[src/rtl/computer_pkg.sv]
// computer_pkg: shared states, packet layout and helpers for the processing node
package computer_pkg;
  typedef enum logic [2:0] {
    IDLE,
    WAIT_HDR,
    RECV,
    COMPUTE,
    TX_CTRL,
    TX_HDR,
    TX_DATA
  } state_t;
  typedef struct packed {
    logic [15:0] id;
    logic [15:0] payload;
  } packet_t;
  localparam logic [31:0] IDLE_PKT = 32'h0;
  function automatic packet_t make_pkt(input logic [15:0] id, input logic [15:0] payload);
    return '{id: id, payload: payload};
  endfunction
endpackage

[src/rtl/computer_rx_buffer.sv]
// computer_rx_buffer: receive word store with one write port and a combinational read port
module computer_rx_buffer #(
  parameter int DEPTH = 16,
  parameter int WORD_W = 16,
  localparam int AW = DEPTH > 1 ? $clog2(DEPTH) : 1
) (
  input  logic              clk,
  input  logic              wr_en,
  input  logic [AW-1:0]     wr_addr,
  input  logic [WORD_W-1:0] wr_data,
  input  logic [AW-1:0]     rd_addr,
  output logic [WORD_W-1:0] rd_data
);
  logic [WORD_W-1:0] mem_q [DEPTH];
  // store one payload word per accepted data packet
  always_ff @(posedge clk) begin
    if (wr_en) mem_q[wr_addr] <= wr_data;
  end
  assign rd_data = mem_q[rd_addr];
endmodule

[src/rtl/computer_node.sv]
// computer_node: receives a block of words from a named source, sums them and broadcasts the result
module computer_node
  import computer_pkg::*;
#(
  parameter int DEPTH = 16,
  parameter int WORD_W = 16
) (
  input  logic        clk,
  input  logic        rst,
  input  logic [15:0] node_id,
  input  logic [15:0] max_node,
  input  logic [31:0] control_rx_packet,
  output logic [31:0] control_tx_packet,
  output logic [15:0] data_rx_node_id,
  input  logic [31:0] data_rx_packet,
  output logic [31:0] data_tx_packet
);
  localparam int AW = DEPTH > 1 ? $clog2(DEPTH) : 1;
  localparam logic [15:0] DEPTH_W = 16'(DEPTH);
  state_t state_q, state_d;
  logic [15:0] src_q, src_d, n_q, n_d, cnt_q, cnt_d, rxid_q, rxid_d;
  logic [WORD_W-1:0] acc_q, acc_d, rd_data;
  packet_t ctx_q, ctx_d, dtx_q, dtx_d, crx, drx;
  logic we, ctrl_ok, hit, last;
  assign crx = control_rx_packet;
  assign drx = data_rx_packet;
  assign ctrl_ok = $signed(crx.id) >= 16'sd1 && $signed(crx.id) <= $signed(max_node) &&
                   crx.payload != 16'h0 && crx.payload <= DEPTH_W;
  assign hit = drx.id == src_q;
  assign last = cnt_q + 16'd1 == n_q;
  computer_rx_buffer #(.DEPTH(DEPTH), .WORD_W(WORD_W)) u_buf (
    .clk    (clk),
    .wr_en  (we),
    .wr_addr(cnt_q[AW-1:0]),
    .wr_data(drx.payload),
    .rd_addr(cnt_q[AW-1:0]),
    .rd_data(rd_data)
  );
  // transfer sequencing, accumulation and next values of the registered outputs
  always_comb begin
    state_d = state_q;
    src_d = src_q;
    n_d = n_q;
    cnt_d = cnt_q;
    acc_d = acc_q;
    rxid_d = rxid_q;
    ctx_d = IDLE_PKT;
    dtx_d = IDLE_PKT;
    we = 1'b0;
    case (state_q)
      IDLE: if (ctrl_ok) begin
        src_d = crx.id;
        n_d = crx.payload;
        rxid_d = crx.id;
        cnt_d = '0;
        acc_d = '0;
        state_d = WAIT_HDR;
      end
      WAIT_HDR: if (hit) begin
        state_d = drx.payload == n_q ? RECV : IDLE;
        rxid_d = drx.payload == n_q ? src_q : 16'h0;
      end
      RECV: if (hit) begin
        we = 1'b1;
        cnt_d = last ? '0 : cnt_q + 16'd1;
        rxid_d = last ? 16'h0 : rxid_q;
        state_d = last ? COMPUTE : RECV;
      end
      COMPUTE: begin
        acc_d = acc_q + rd_data;
        cnt_d = last ? '0 : cnt_q + 16'd1;
        state_d = last ? TX_CTRL : COMPUTE;
      end
      TX_CTRL: begin
        ctx_d = make_pkt(node_id, 16'h0001);
        state_d = TX_HDR;
      end
      TX_HDR: begin
        dtx_d = make_pkt(node_id, 16'h0001);
        state_d = TX_DATA;
      end
      TX_DATA: begin
        dtx_d = make_pkt(node_id, acc_q);
        state_d = IDLE;
      end
      default: state_d = IDLE;
    endcase
  end
  // state and output registers; reset aborts any transfer in progress
  always_ff @(posedge clk) begin
    if (!rst) begin
      state_q <= IDLE;
      src_q <= '0;
      n_q <= '0;
      cnt_q <= '0;
      acc_q <= '0;
      rxid_q <= '0;
      ctx_q <= IDLE_PKT;
      dtx_q <= IDLE_PKT;
    end else begin
      state_q <= state_d;
      src_q <= src_d;
      n_q <= n_d;
      cnt_q <= cnt_d;
      acc_q <= acc_d;
      rxid_q <= rxid_d;
      ctx_q <= ctx_d;
      dtx_q <= dtx_d;
    end
  end
  assign control_tx_packet = ctx_q;
  assign data_tx_packet = dtx_q;
  assign data_rx_node_id = rxid_q;
endmodule

[config.mk]
export PLATFORM = sky130hd
export DESIGN_NAME = computer_node
export DESIGN_NICKNAME = d
export VERILOG_FILES = /design/src/rtl/computer_pkg.sv /design/src/rtl/computer_rx_buffer.sv /design/src/rtl/computer_node.sv
export SDC_FILE = /design/constraint.sdc
export NUM_CORES = 1
export LEC_CHECK = 0
export ABC_AREA = 1
export CAP_MARGIN = 30
export CORE_ASPECT_RATIO = 1.25
export CORE_UTILIZATION = 40
export DETAILED_ROUTE_END_ITERATION = 16
export HOLD_SLACK_MARGIN = 0.02
export PLACE_DENSITY = 0.66
export SLEW_MARGIN = 20
export SYNTH_ARGS = -nofsm -noshare
export SYNTH_HDL_FRONTEND = slang
export SYNTH_SLANG_ARGS = --single-unit
[constraint.sdc]
create_clock -name clk -period 3.5 [get_ports clk]
set_input_delay 1.05 -clock clk [delete_from_list [all_inputs] [get_ports clk]]
set_output_delay 1.05 -clock clk [all_outputs]
set_load 0.02 [all_outputs]
# Word level (Yosys, flattened, before mapping)
# Memories as Yosys holds them, arrays and structs flattened. A register that Yosys moved wholly into a read port is not among the register bits.
# Index checks and enable logic that the tools add are counted.
word_totals:
  mem_bits_rw: 256
  input_bits: 98
  out_inout_bits: 80
  n_memories: 1
  ff_bits: 147
  wordCells: 69
classes:
  n_lt_le_gt_ge: 3
  n_addsub: 2
  n_reduce_logical: 14
  muxes: 26
  n_eq_ne: 13
memory_table:
  columns: ["memory", "depth", "width", "read_ports", "rd_ports_with_merged_regs", "wr", "line", "source"]
  rows:
  - ["u_buf.mem_q", 16, 16, 1, 1, 1, "computer_rx_buffer.sv:14", "logic [WORD_W-1:0] mem_q [DEPTH];"]
ops:
  columns: ["operator", "n"]
  rows:
  - ["two-way mux 16 bit", 8]
  - ["case mux 16 bit (3 select lines)", 2]
  - ["case mux 32 bit (2 select lines)", 1]
  - ["equality test 16 bit", 3]
  - ["case mux 16 bit (2 select lines)", 1]
  - ["case mux 3 bit (6 select lines)", 1]
  - ["adder 16 x 1 -> 16 bit, second input constant", 1]
  - ["adder 16 bit", 1]
  - [">= comparator 16 x 2 -> 1 bit, second input constant", 1]
  - ["less-or-equal comparator 16 bit", 1]
  - ["less-or-equal comparator 16 x 5 -> 1 bit, second input constant", 1]
  - ["nonzero test 16 bit", 1]
  - ["two-way mux 3 bit", 4]
  - ["equality test 3 bit, second input constant", 3]
  - ["two-way mux 4 bit", 2]
  - ["inequality test 2 bit, second input constant", 4]
  - ["equality test 3 x 2 -> 1 bit, second input constant", 2]
  - ["two-way mux 1 bit", 6]
  - ["AND reduction 2 bit", 3]
  - ["AND reduction 3 bit", 2]
  - ["nonzero test 3 bit", 2]
  - ["AND reduction 5 bit", 1]
  - ["equality test 3 x 1 -> 1 bit, second input constant", 1]
  - ["logical AND 1 bit", 3]
  - ["other kinds (3)", 3]

# Logic depth before layout (Yosys ltp)
depth:
  word_depth: 8
  mapped_depth: 22
  mapped_depth_nobuf: 19

# Modules after synthesis
# Synthesis repeated with hierarchy kept, for this count alone.
hier_totals:
  cells_unflattened: 2104
  hier_area_um2: 18276.3
modules_own_cells:
  columns: ["module", "area_each_um2", "cells_each", "instances"]
  rows:
  - ["computer_rx_buffer", 11068.1, 1058, 1]
  - ["computer_node", 7208.2, 1046, 1]

# Worst setup path after synthesis
# OpenSTA, ideal clock, no wires.
synth_path:
  path_type: "input to register"
  start: "in data_rx_packet[25]"
  end: "mem u_buf.mem_q[15][0], enable pin"
  slack_ns: 0.338
  arrival_ns: 2.753
  stages: 5
  path_cell_list: "xnor2_1 -> nand2_1 -> nor4_1 -> nand2_1 -> nor3_1"
synth_via:
  elab_chain_cells: 5
synth_rtl:
  columns: ["item", "line", "source"]
  rows:
  - ["start, declared", "computer_node.sv:15", "input logic [31:0] data_rx_packet,"]
  - ["equality test 16 bit", "computer_node.sv:29", "assign hit = drx.id == src_q;"]
  - ["two-way mux 1 bit", "computer_node.sv:63", "RECV: if (hit) begin"]
  - ["two-way mux 1 bit", "computer_node.sv:50", "case (state_q)"]
  - ["two-way mux 1 bit", "computer_rx_buffer.sv:17", "if (wr_en) mem_q[wr_addr] <= wr_data;"]
  - ["two-way mux 1 bit (implied by the code)", "computer_rx_buffer.sv:17", null]
  - ["end, declared", "computer_rx_buffer.sv:14", null]
# No other way between the ends.

==> qor_table.md <==
| Result | Value | Unit |
|---|---|---|
| Count of routing violations after the opening detailed-route iteration | 944 | - |
| Crit path max-delay cell type | sky130_fd_sc_hd__o221ai_1 | - |
| Post-route clock skew | 0.0179 | ns |
| Largest net degree at the start of global routing | 77 | - |
| Most used flip-flop cell after synthesis | sky130_fd_sc_hd__edfxtp_1 | - |
| Minimum clock period | 3.26 | ns |
| Startpoint type of the worst setup path | flip-flop | - |
| Critical Path AT | 3.68 | ns |
| Final Util | 51.2 | % |
| Gate count of the mapped netlist | 1777 | - |
| Wire length of the first global-routing pass | 74700 | um |
| Routed via count | 13711 | - |
| Clock Tree Buf Depth | 3 | - |
| Standard cell core area | 42300 | um^2 |
| Largest cells by area after synthesis | sky130_fd_sc_hd__edfxtp_1 (45%), sky130_fd_sc_hd__dfxtp_1 (16%), sky130_fd_sc_hd__nor2_1 (6.3%) | - |
| FMAX | 306 | MHz |
| Inserted Diodes | 0 | - |
| Clock slew seen by the registers of the worst setup and hold paths | 0.06 | ns |
| Average size of a mapped cell | 9.71 | um^2 |
| Normalized max-slew margin | 51.9 | % |
| TritonCTS clock tree | built | - |
| P per Cell Area | 497 | nW/um^2 |
| Number of H-tree branching levels | 2 | - |
| Fraction of post-synthesis cell area in the top cell type by area | 44.6 | % |
| Aggregate negative setup slack | 0 | ns |
| Layout filler cell count | 3845 | - |
| Peak ir drop on the vdd network | 0.338 | mV |
| Category of the worst setup path capture point | flip-flop | - |
| Avg Vias per Cell | 5.33 | - |
| Growth of design area from synthesis to finish | 25.3 | % |
| Total GRT Usage | 21.9 | % |
| Number of flops mapped to enable cells by yosys | 256 | - |
| Number of global-route vias before repair | 13367 | - |
| Final Max Slew Viols | 0 | - |
| Cell with the most instances after synthesis | sky130_fd_sc_hd__nor2_1 | - |
| Final period utilization | 93.2 | % |
| Most used cell, CP | sky130_fd_sc_hd__o21ai_0 | - |
| First-pass iteration count of the detailed router | 5 | - |
| Crit-path max FO | 32 | - |
| Starting utilization of the core area | 40.8 | % |
| Sequential-to-total area share from yosys stat | 60.4 | % |
| Worst slack on hold paths | 0.463 | ns |
| Count of nets after finishing | 2118 | - |
| Run status | completed | - |
| DRC | 0 | - |
| Number of buffers created by CTS | 39 | - |
| Count of state elements after synthesis | 392 | - |
| Number of max-cap violations | 0 | - |
| Inst Count DP | 2496 | - |
| Number of placed I/O pins | 178 | - |
| Worst Max-Slew Pin Slew | 0.719 | ns |
| Cell taking the most area after synthesis | sky130_fd_sc_hd__edfxtp_1 | - |
| Number of nets with antenna violations after routing | 0 | - |
| Final weighted congestion in routability-driven placement | 0.911 | - |
| Hold_buf cts | 0 | - |
| Post-synthesis instance area | 17200 | um^2 |
| Area of the die | 44000 | um^2 |
| Clk Latency, worst-skew pair | 0.54 | ns |
| Biggest cell delay along the critical path | 0.38 | ns |
| Number of failing hold endpoints at the final stage | 0 | - |
| Unrepaired setup endpoints after global routing | no | - |
| Final setup violation count | 0 | - |
| Initial antenna violation count | 1 | - |
| Leak pwr | 7.88 | nW |
| # clock sinks | 392 | - |
| Die span in x | 188 | um |
| Commonest cells in the netlist | sky130_fd_sc_hd__nor2_1 (290), sky130_fd_sc_hd__edfxtp_1 (256), sky130_fd_sc_hd__nand2_1 (235), sky130_fd_sc_hd__o21ai_0 (174), sky130_fd_sc_hd__dfxtp_1 (136) | - |
| Finished Layout Cells | 2571 | - |
| Worst hold path type | reg2reg | - |
| Die Height | 234 | um |
| Category of the critical setup timing path | reg2reg | - |
| CTS Root Cell | sky130_fd_sc_hd__clkbuf_16 | - |
| Buffers added on ports | 162 | - |
| Wire per inst | 19.1 | um |
| Series of cell instances along the critical path | buf_4, buf_12, o21ai_0, o221ai_1, o211ai_1, nand2_2, ha_1, nand3_1, nand3_1, inv_1, nor2_1, nor2_1, o21ai_0, buf_4, a21oi_1, o21bai_1, o21ai_0, o21ai_0 | - |
| Required arrival time at the worst endpoint | 3.91 | ns |
| Proportion of register bits with asynchronous set or reset after synthesis | 0 | % |
| Post-detailed-routing wire length | 49200 | um |
| Cell Rows | 84 | - |
| Number of warning messages in the yosys log | 0 | - |
| HPWL after DPL | 33400 | um |
| Distinct cell type count of the synthesized netlist | 40 | - |
| Gr ovfl total | 0 | - |
| Share of final-layout standard cells stronger than drive strength 1 | 10.6 | % |
-- flip-flops by register name, summed over array words and instances, names as in the netlist, named ones only --
signal / cells
state_q: 3
u_buf.mem_q: 256
data_rx_node_id: 16
src_q: 16
control_tx_packet: 17
n_q: 16
cnt_q: 16
acc_q: 16
data_tx_packet: 32
-- through the flow --
step                instance area (um^2)  power [W]  setup slack [ns]
floorplan                          17300    0.00587             0.338
global placement                   20100    0.00644            0.0435
detailed placement                 20100    0.00647            0.0686
CTS                                21400     0.0107            0.0454
global route                       21600     0.0111           0.00305
finish                             21600     0.0107             0.237
-- layout by cell type (no fill, tap or decap), types with 14 or more instances in the layout --
cell / netlist / layout
sky130_fd_sc_hd__conb_1: 1 / 15
sky130_fd_sc_hd__buf_12: 0 / 25
sky130_fd_sc_hd__nor2_1: 290 / 273
sky130_fd_sc_hd__edfxtp_1: 256 / 256
sky130_fd_sc_hd__buf_4: 19 / 59
sky130_fd_sc_hd__nand2_1: 235 / 232
sky130_fd_sc_hd__nor2_2: 6 / 23
sky130_fd_sc_hd__nand4_1: 17 / 17
sky130_fd_sc_hd__ha_1: 35 / 33
sky130_fd_sc_hd__o211ai_1: 14 / 14
sky130_fd_sc_hd__o21ai_0: 174 / 172
sky130_fd_sc_hd__o22ai_1: 21 / 21
sky130_fd_sc_hd__or2_2: 14 / 14
sky130_fd_sc_hd__clkbuf_16: 0 / 44
sky130_fd_sc_hd__a21oi_1: 88 / 87
sky130_fd_sc_hd__nand3_1: 116 / 115
sky130_fd_sc_hd__xnor2_1: 18 / 18
sky130_fd_sc_hd__nor3_1: 22 / 21
sky130_fd_sc_hd__dfxtp_1: 136 / 133
sky130_fd_sc_hd__o221ai_1: 50 / 50
sky130_fd_sc_hd__clkdlybuf4s50_1: 0 / 161
sky130_fd_sc_hd__inv_1: 135 / 133
-- what timing repair did --
action / 4_1_cts / 5_1_grt
pin swaps: 0 / 3
setup endpoints to repair: 1 / 6
gates cloned: 0 / 3
gates resized for setup: 1 / 15
setup buffers: 0 / 3
-- per-layer routing --
| layer | GRT usage, % | part of all wire (%) | up-vias | wire length (um) |
|---|---|---|---|---|
| met5 | 0 | 0.035 | - | 17 |
| met4 | 8.59 | 3.7 | 2 | 1800 |
| met3 | 3.79 | 7.2 | 100 | 3540 |
| met2 | 38.7 | 49 | 463 | 24300 |
| met1 | 26.7 | 40 | 6601 | 19600 |
| li1 | - | - | 6545 | - |
-- critical path: cells and delay by family, from the launching register on --
family | cells | cell delay (ns)
compound gates | 8 | 1.43
flops | 1 | 0.36
simple gates | 5 | 0.54
fa+ha+maj | 1 | 0.24
buf+inv | 4 | 0.55
-- kinds of logic (layout without fill, tap and decap cells) --
logic type	after synthesis	after routing	share of synthesized area, %
DFF	392	392	60.4
xor gates and xnor gates	23	23	1.17
buffers and inverters	239	460	5.78
and+or+nand+nor	725	725	17.9
AOI/OAI and AO/OA	361	361	12.1
adders and majority gates	36	36	2.66
other	1	15	0.0217
-- layout make-up --
class / instances / area [um^2] / area share (%)
sequential: 392 / 10400 / 48.2
clock buffer: 47 / 1060 / 4.90
multi-input combinational: 1160 / 5980 / 27.7
timing repair buffer: 251 / 2680 / 12.4
inverter: 140 / 536 / 2.48
tap: 559 / 699 / 3.24
clock inverter: 22 / 240 / 1.11
-- worst paths after layout --
kind / from / end / slack [ns] / depth (start not counted)
setup reg to reg: flip-flop / acc_q[13] / 0.24 / 18
hold reg to reg: src_q[15] / src_q[15] / 0.46 / 2
setup / recovery: flip-flop / acc_q[13] / 0.24 / 18
hold / removal: src_q[15] / src_q[15] / 0.46 / 2
-- power by group --
part / internal, W / switching (W) / leakage (nW)
combinational: 0.000539 / 0.000901 / 3.85
sequential: 0.00496 / 0.0000494 / 3.40
clock: 0.00253 / 0.00176 / 0.626
total: 0.00803 / 0.00271 / 7.88
No activity file was read; power rests on OpenSTA's default activity.
